### src/rtl/branch_resolve_ctrl_pkg.sv
// Shared types and constants for the branch resolution controller.
// Latency: n/a (declarations only).
// Backpressure: n/a.
package branch_resolve_ctrl_pkg;

  localparam int PC_W = 32;
  localparam logic [PC_W-1:0] PC_INC = 32'd4;

  typedef enum logic {
    ST_RUN   = 1'b0,
    ST_FLUSH = 1'b1
  } state_t;

  // One in-flight prediction: the fetched PC and what the predictor said comes next.
  typedef struct packed {
    logic [PC_W-1:0] pc;
    logic [PC_W-1:0] pred_pc;
  } pred_entry_t;

  localparam int ENTRY_W = $bits(pred_entry_t);

  // Architecturally correct successor of a resolved instruction.
  function automatic logic [PC_W-1:0] calc_actual_next(
    input logic            is_branch,
    input logic            taken,
    input logic [PC_W-1:0] target,
    input logic [PC_W-1:0] pc
  );
    return (is_branch && taken) ? target : pc + PC_INC;
  endfunction

endpackage

### src/rtl/pred_fifo.sv
// In-order FIFO of prediction entries with wrap-around pointers and a clear input.
// Latency: write visible at head one cycle after push; head is read combinationally.
// Backpressure: push ignored when full unless a pop happens in the same cycle; clr wins over both.
module pred_fifo #(
  parameter int DEPTH = 4,
  parameter int WIDTH = 64
) (
  input  logic             clk,
  input  logic             reset,
  input  logic             push_vld,
  input  logic [WIDTH-1:0] push_dat,
  input  logic             pop_vld,
  input  logic             clr,
  output logic [WIDTH-1:0] head_dat,
  output logic [4:0]       count
);

  localparam int PTR_W = (DEPTH > 1) ? $clog2(DEPTH) : 1;
  localparam logic [4:0] DEPTH_C = 5'(DEPTH);

  logic [WIDTH-1:0] mem [DEPTH];
  logic [PTR_W-1:0] wr_ptr;
  logic [PTR_W-1:0] rd_ptr;
  logic             full;
  logic             empty;
  logic             do_push;
  logic             do_pop;

  assign full     = (count == DEPTH_C);
  assign empty    = (count == 5'd0);
  assign do_pop   = pop_vld & ~empty;
  // A pop frees a slot in the same cycle, so a full FIFO can still accept.
  assign do_push  = push_vld & (~full | do_pop) & ~clr;
  assign head_dat = mem[rd_ptr];

  // Pointer and occupancy bookkeeping; DEPTH is a power of two so pointers wrap naturally.
  always_ff @(posedge clk or negedge reset) begin
    if (!reset) begin
      wr_ptr <= '0;
      rd_ptr <= '0;
      count  <= 5'd0;
    end else if (clr) begin
      wr_ptr <= '0;
      rd_ptr <= '0;
      count  <= 5'd0;
    end else begin
      if (do_push) wr_ptr <= wr_ptr + PTR_W'(1);
      if (do_pop)  rd_ptr <= rd_ptr + PTR_W'(1);
      case ({do_push, do_pop})
        2'b10:   count <= count + 5'd1;
        2'b01:   count <= count - 5'd1;
        default: count <= count;
      endcase
    end
  end

  // Payload storage carries no reset; occupancy alone says what is valid.
  always_ff @(posedge clk) begin
    if (do_push) mem[wr_ptr] <= push_dat;
  end

endmodule

### src/rtl/branch_resolve_ctrl.sv
// Tracks predicted fetches in order, checks each against its resolution, drives predictor update and flush.
// Latency: update/flush/redirect appear the cycle after the resolving edge; if_stall is combinational from count.
// Backpressure: if_stall while the queue is full; pushes and resolves are ignored during the flush cycle.
module branch_resolve_ctrl
  import branch_resolve_ctrl_pkg::*;
#(
  parameter int DEPTH = 4
) (
  input  logic            clk,
  input  logic            reset,
  input  logic            if_valid,
  input  logic [PC_W-1:0] if_pc,
  input  logic [PC_W-1:0] if_pred_pc,
  output logic            if_stall,
  input  logic            ex_valid,
  input  logic            ex_is_branch,
  input  logic            ex_taken,
  input  logic [PC_W-1:0] ex_target,
  output logic            update_pre_en,
  output logic            taken_actual,
  output logic [PC_W-1:0] target_pc_actual,
  output logic            flush,
  output logic [PC_W-1:0] redirect_pc,
  output logic [4:0]      count,
  output logic            underflow
);

  state_t           state_q;
  state_t           state_d;
  pred_entry_t      push_entry;
  pred_entry_t      head;
  logic [ENTRY_W-1:0] head_dat;
  logic             in_run;
  logic             push_req;
  logic             pop;
  logic             mispredict;
  logic             underflow_set;
  logic [PC_W-1:0]  actual_next;

  assign in_run        = (state_q == ST_RUN);
  assign push_req      = if_valid & in_run;
  assign pop           = ex_valid & in_run & (count != 5'd0);
  assign underflow_set = ex_valid & in_run & (count == 5'd0);
  assign head          = pred_entry_t'(head_dat);
  assign actual_next   = calc_actual_next(ex_is_branch, ex_taken, ex_target, head.pc);
  assign mispredict    = pop & (actual_next != head.pred_pc);
  assign if_stall      = (count == 5'(DEPTH));

  // Pack the fetch-side fields into one queue entry.
  always_comb begin
    push_entry         = '0;
    push_entry.pc      = if_pc;
    push_entry.pred_pc = if_pred_pc;
  end

  // A mispredict clears the queue, which also drops any push in the same cycle.
  pred_fifo #(
    .DEPTH (DEPTH),
    .WIDTH (ENTRY_W)
  ) u_pred_fifo (
    .clk      (clk),
    .reset    (reset),
    .push_vld (push_req),
    .push_dat (push_entry),
    .pop_vld  (pop),
    .clr      (mispredict),
    .head_dat (head_dat),
    .count    (count)
  );

  // FSM state register.
  always_ff @(posedge clk or negedge reset) begin
    if (!reset) state_q <= ST_RUN;
    else        state_q <= state_d;
  end

  // Next state and flush output: FLUSH lasts exactly one cycle.
  always_comb begin
    state_d = state_q;
    flush   = 1'b0;
    case (state_q)
      ST_RUN: begin
        if (mispredict) state_d = ST_FLUSH;
      end
      ST_FLUSH: begin
        flush   = 1'b1;
        state_d = ST_RUN;
      end
      default: state_d = ST_RUN;
    endcase
  end

  // Predictor update strobe and payload; payload holds across non-branch pops.
  always_ff @(posedge clk or negedge reset) begin
    if (!reset) begin
      update_pre_en    <= 1'b0;
      taken_actual     <= 1'b0;
      target_pc_actual <= '0;
    end else begin
      update_pre_en <= pop & ex_is_branch;
      if (pop && ex_is_branch) begin
        taken_actual     <= ex_taken;
        target_pc_actual <= ex_target;
      end
    end
  end

  // Capture the correct next PC at the mispredicting edge for use during FLUSH.
  always_ff @(posedge clk or negedge reset) begin
    if (!reset)          redirect_pc <= '0;
    else if (mispredict) redirect_pc <= actual_next;
  end

  // Sticky error for a resolve arriving with nothing in flight.
  always_ff @(posedge clk or negedge reset) begin
    if (!reset)             underflow <= 1'b0;
    else if (underflow_set) underflow <= 1'b1;
  end

endmodule
### config.mk
export PLATFORM = sky130hd
export DESIGN_NAME = branch_resolve_ctrl
export DESIGN_NICKNAME = d
export VERILOG_FILES = /design/src/rtl/branch_resolve_ctrl_pkg.sv /design/src/rtl/pred_fifo.sv /design/src/rtl/branch_resolve_ctrl.sv
export SDC_FILE = /design/constraint.sdc
export NUM_CORES = 1
export LEC_CHECK = 0
export CORE_ASPECT_RATIO = 0.7
export CORE_UTILIZATION = 45
export DETAILED_ROUTE_END_ITERATION = 8
export GPL_TIMING_DRIVEN = 0
export PLACE_DENSITY = 0.71
export SYNTH_ARGS = -nofsm -noshare
export SYNTH_HDL_FRONTEND = slang
export SYNTH_SLANG_ARGS = --single-unit
export TNS_END_PERCENT = 50
### constraint.sdc
create_clock -name clk -period 9.3 [get_ports clk]
set_clock_uncertainty 0.05 [all_clocks]
set_input_delay 2.325 -clock clk [delete_from_list [all_inputs] [get_ports clk]]
set_output_delay 2.325 -clock clk [all_outputs]
set_load 0.005 [all_outputs]
==> metrics.yaml <==
critical_path:
  reg2reg_slack_ns: 2.82
  criticalPathCategory: "input pin to flip-flop"
  worstPathArrival_ns: 7.54
  r2r_start: "u_pred_fifo.rd_ptr[1]"
  crit_path_end_kind: "flip-flop"
  critPathRequiredTime_ns: 9.52
  slowest_stage: "nor3b_2"
  crit_top_cell: "buf_6"
  cpPeakStageDelay_ns: 0.70
  reg2reg_to: "u_pred_fifo.mem[1][51]"
  cp_max_fo: 11
  reg2reg_depth: 18
  cp-start-kind: "input pin"
  path_cells: "clkdlybuf4s50_1 > and2_1 > clkbuf_1 > clkbuf_1 > nand4_1 > nor4_1 > a31oi_1 > nor4_1 > nand4_1 > nor4_4 > nor2_4 > buf_6 > nor3b_2 > buf_6 > buf_6 > buf_6"
hold_path:
  hp-start: "underflow"
  hold_class: "flip-flop to flip-flop"
  whs_path_depth: 1
  min_to: "underflow"
job:
  maxCapViolations: 0
floorplan:
  die_y_um: 156
  row_count: 55
  die-area_mm2: 0.0346
  coreArea_mm2: 0.0328
  ios: 176
  fp.dieW_um: 222
  initial_core_util: 0.464
placed_design:
  dp_hpwl_um: 31800
  place_area_mm2: 0.0179
  gp_congestion: 0.990
  post-place-ws_ns: 1.53
  io_buffers: 175
finish:
  mostFrequentLayoutCells: "256 x edfxtp_1, 174 x clkdlybuf4s50_1, 77 x dfrtp_1, 69 x nand2_1, 64 x mux4_2"
  final_common_cell: "edfxtp_1"
  nNetsFinal: 1327
  diodes: 0
  area_delta_synth_final_pct: 24.0
  fill_cells: 2524
  drive_gt1_frac: 0.202
  design_area_mm2: 0.0189
detailed_routing:
  drt_iter0_drc: 1001
  routed_wirelength_um: 42200
  via_per_inst: 5.91
  ant_nets: 0
  wl_per_cell_um: 25.3
  drc: 0
  drt_pass1_iterations: 6
  via_count: 9856
synthesis:
  synth_edf_count: 256
  postSynthCellCount: 978
  syn-cell-area_mm2: 0.0152
  synth_fp_nets: 1089
  synth.distinct_cells: 73
  async_flop_share: 0.231
  ys_seq_area_frac: 0.631
  synthFlopType: "edfxtp_1"
  ys_ff_latch: 333
  avgSynthCellArea_um2: 15.6
  ys_warn_count: 0
power:
  p_per_area_mw_per_mm2: 253
  ir_drop_mv: 0.162
  power_leakage_nw: 6.46
timing:
  setup_ws_ns: 1.98
  hold_slack_ns: 0.431
  rsz0062_at_grt: "no"
  tightest_slew_ns: 1.32
  hold_viol: 0
  setup_viol: 0
  fin_crit_sh: 0.787
  drv_slew: 0
  max_freq_mhz: 137
  min_period_ns: 7.32
  relSlewSlack: 0.111
global_routing:
  grt_pass1_wl_um: 63200
  overflow: 0
  grt_util_all_layers: 0.248
  antenna_found_initial: 0
  grt_max_degree: 50
  grt_pass1_vias: 9710
status:
  status: "completed"
clock_tree:
  insertion_delay_ns: 0.59
  ctsLongestPathBuffers: 3
  cts_buffers: 31
  clk_pin_slew_ns: 0.07
  h-tree-depth: 1
  postCtsHoldBufs: 0
  cts_tree: "built"
  post_cts_buffers: 0
  cts_num_sinks: 333
  post_cts_resized: 0
  root_buffer: "clkbuf_16"
## area by class of cell
class	count	area [um2]	share of cell area
inverters	12	45.0	0.00239
flip-flops and latches	333	9610	0.509
clock inverters	21	186	0.00987
multi-input cells	586	5300	0.281
clock buffers	36	815	0.0431
plain buffers	47	289	0.0153
well taps	427	534	0.0283
repair buffers	205	2100	0.111
## critical path, delay by kind of cell
kind / cells / cell delay (ns)
AO/OA/AOI/OAI: 1 / 0.16
buffers and inverters: 7 / 2.46
AND/OR/NAND/NOR: 8 / 2.58
## sequential cells by signal (all words and copies together) (netlist names)
| name | count |
|---|---|
| target_pc_actual | 32 |
| u_pred_fifo.wr_ptr | 2 |
| taken_actual | 1 |
| underflow | 1 |
| u_pred_fifo.mem | 256 |
| u_pred_fifo.count | 5 |
| update_pre_en | 1 |
| redirect_pc | 32 |
| state_q | 1 |
| u_pred_fifo.rd_ptr | 2 |
## layer usage
metal	track usage	part of all wire	up-vias
met5	0	0	-
met4	0.0367	0.011	0
met3	0.0648	0.088	38
met2	0.362	0.43	433
met1	0.380	0.47	5062
li1	-	-	4323
## per-stage QoR
step           cells  total power, mW  utilization  TNS [ns]
3_5_place_dp    1609             3.55        0.544         0
6_report        1667             4.79        0.575         0
4_1_cts         1666             4.80        0.575         0
3_3_place_gp    1580             3.51        0.533  -1502.83
5_1_grt         1667             4.99        0.575         0
2_1_floorplan    978             2.84            -    -83.82
## synth_stat cells (7+ instances only)
cell type	instances	area share
a21oi_1	15	0.0049
a31oi_1	7	0.0029
and3_1	8	0.0033
buf_2	14	0.0046
buf_6	7	0.0052
clkbuf_1	19	0.0047
dfrtp_1	77	0.13
edfxtp_1	256	0.50
ha_1	8	0.0066
inv_1	12	0.0030
mux2_2	32	0.024
mux2_4	24	0.024
mux2i_1	10	0.0066
mux4_2	64	0.095
nand2_1	69	0.017
nand2b_1	10	0.0041
nand3_1	25	0.0082
nand4_1	17	0.0070
nor2_1	34	0.0084
nor2b_1	8	0.0033
nor3_1	7	0.0023
nor3b_1	7	0.0035
nor4_1	18	0.0074
o21ai_0	49	0.016
o31ai_1	9	0.0044
or2_2	7	0.0029
xnor2_1	50	0.029
xor2_1	20	0.012
## report_power, final
part / internal [mW] / switching [mW] / leakage (nW)
Clock: 0.708 / 0.546 / 0.478
Sequential: 1.93 / 0.134 / 3.26
Combinational: 0.756 / 0.706 / 2.73
Total: 3.40 / 1.39 / 6.46
## worst max path at each step
| stage | startpoint | end | slack, ns | depth (start not counted) |
|---|---|---|---|---|
| global placement | ex_is_branch | u_pred_fifo.mem[1][15] | -6.04 | 13 |
| CTS | ex_is_branch | u_pred_fifo.mem[1][51] | 2.13 | 16 |
| global route | ex_is_branch | u_pred_fifo.mem[1][39] | 1.77 | 16 |
| finish | ex_is_branch | u_pred_fifo.mem[1][51] | 1.98 | 16 |
| floorplan | ex_is_branch | u_pred_fifo.mem[0][0] | -0.33 | 12 |
| detailed placement | ex_is_branch | u_pred_fifo.mem[1][62] | 1.53 | 16 |
## cell families (layout without fill, tap and decap cells)
kind of cell	Yosys count	after routing	synth area share
buffers and inverters	59	321	0.0219
AND/OR/NAND/NOR	248	248	0.0912
flip-flops	333	333	0.631
adder cells (fa/ha/maj)	9	9	0.00789
XOR/XNOR	72	72	0.0433
multiplexers	130	130	0.149
AO/OA/AOI/OAI	127	127	0.0556
(Power assumes the default switching activity.)
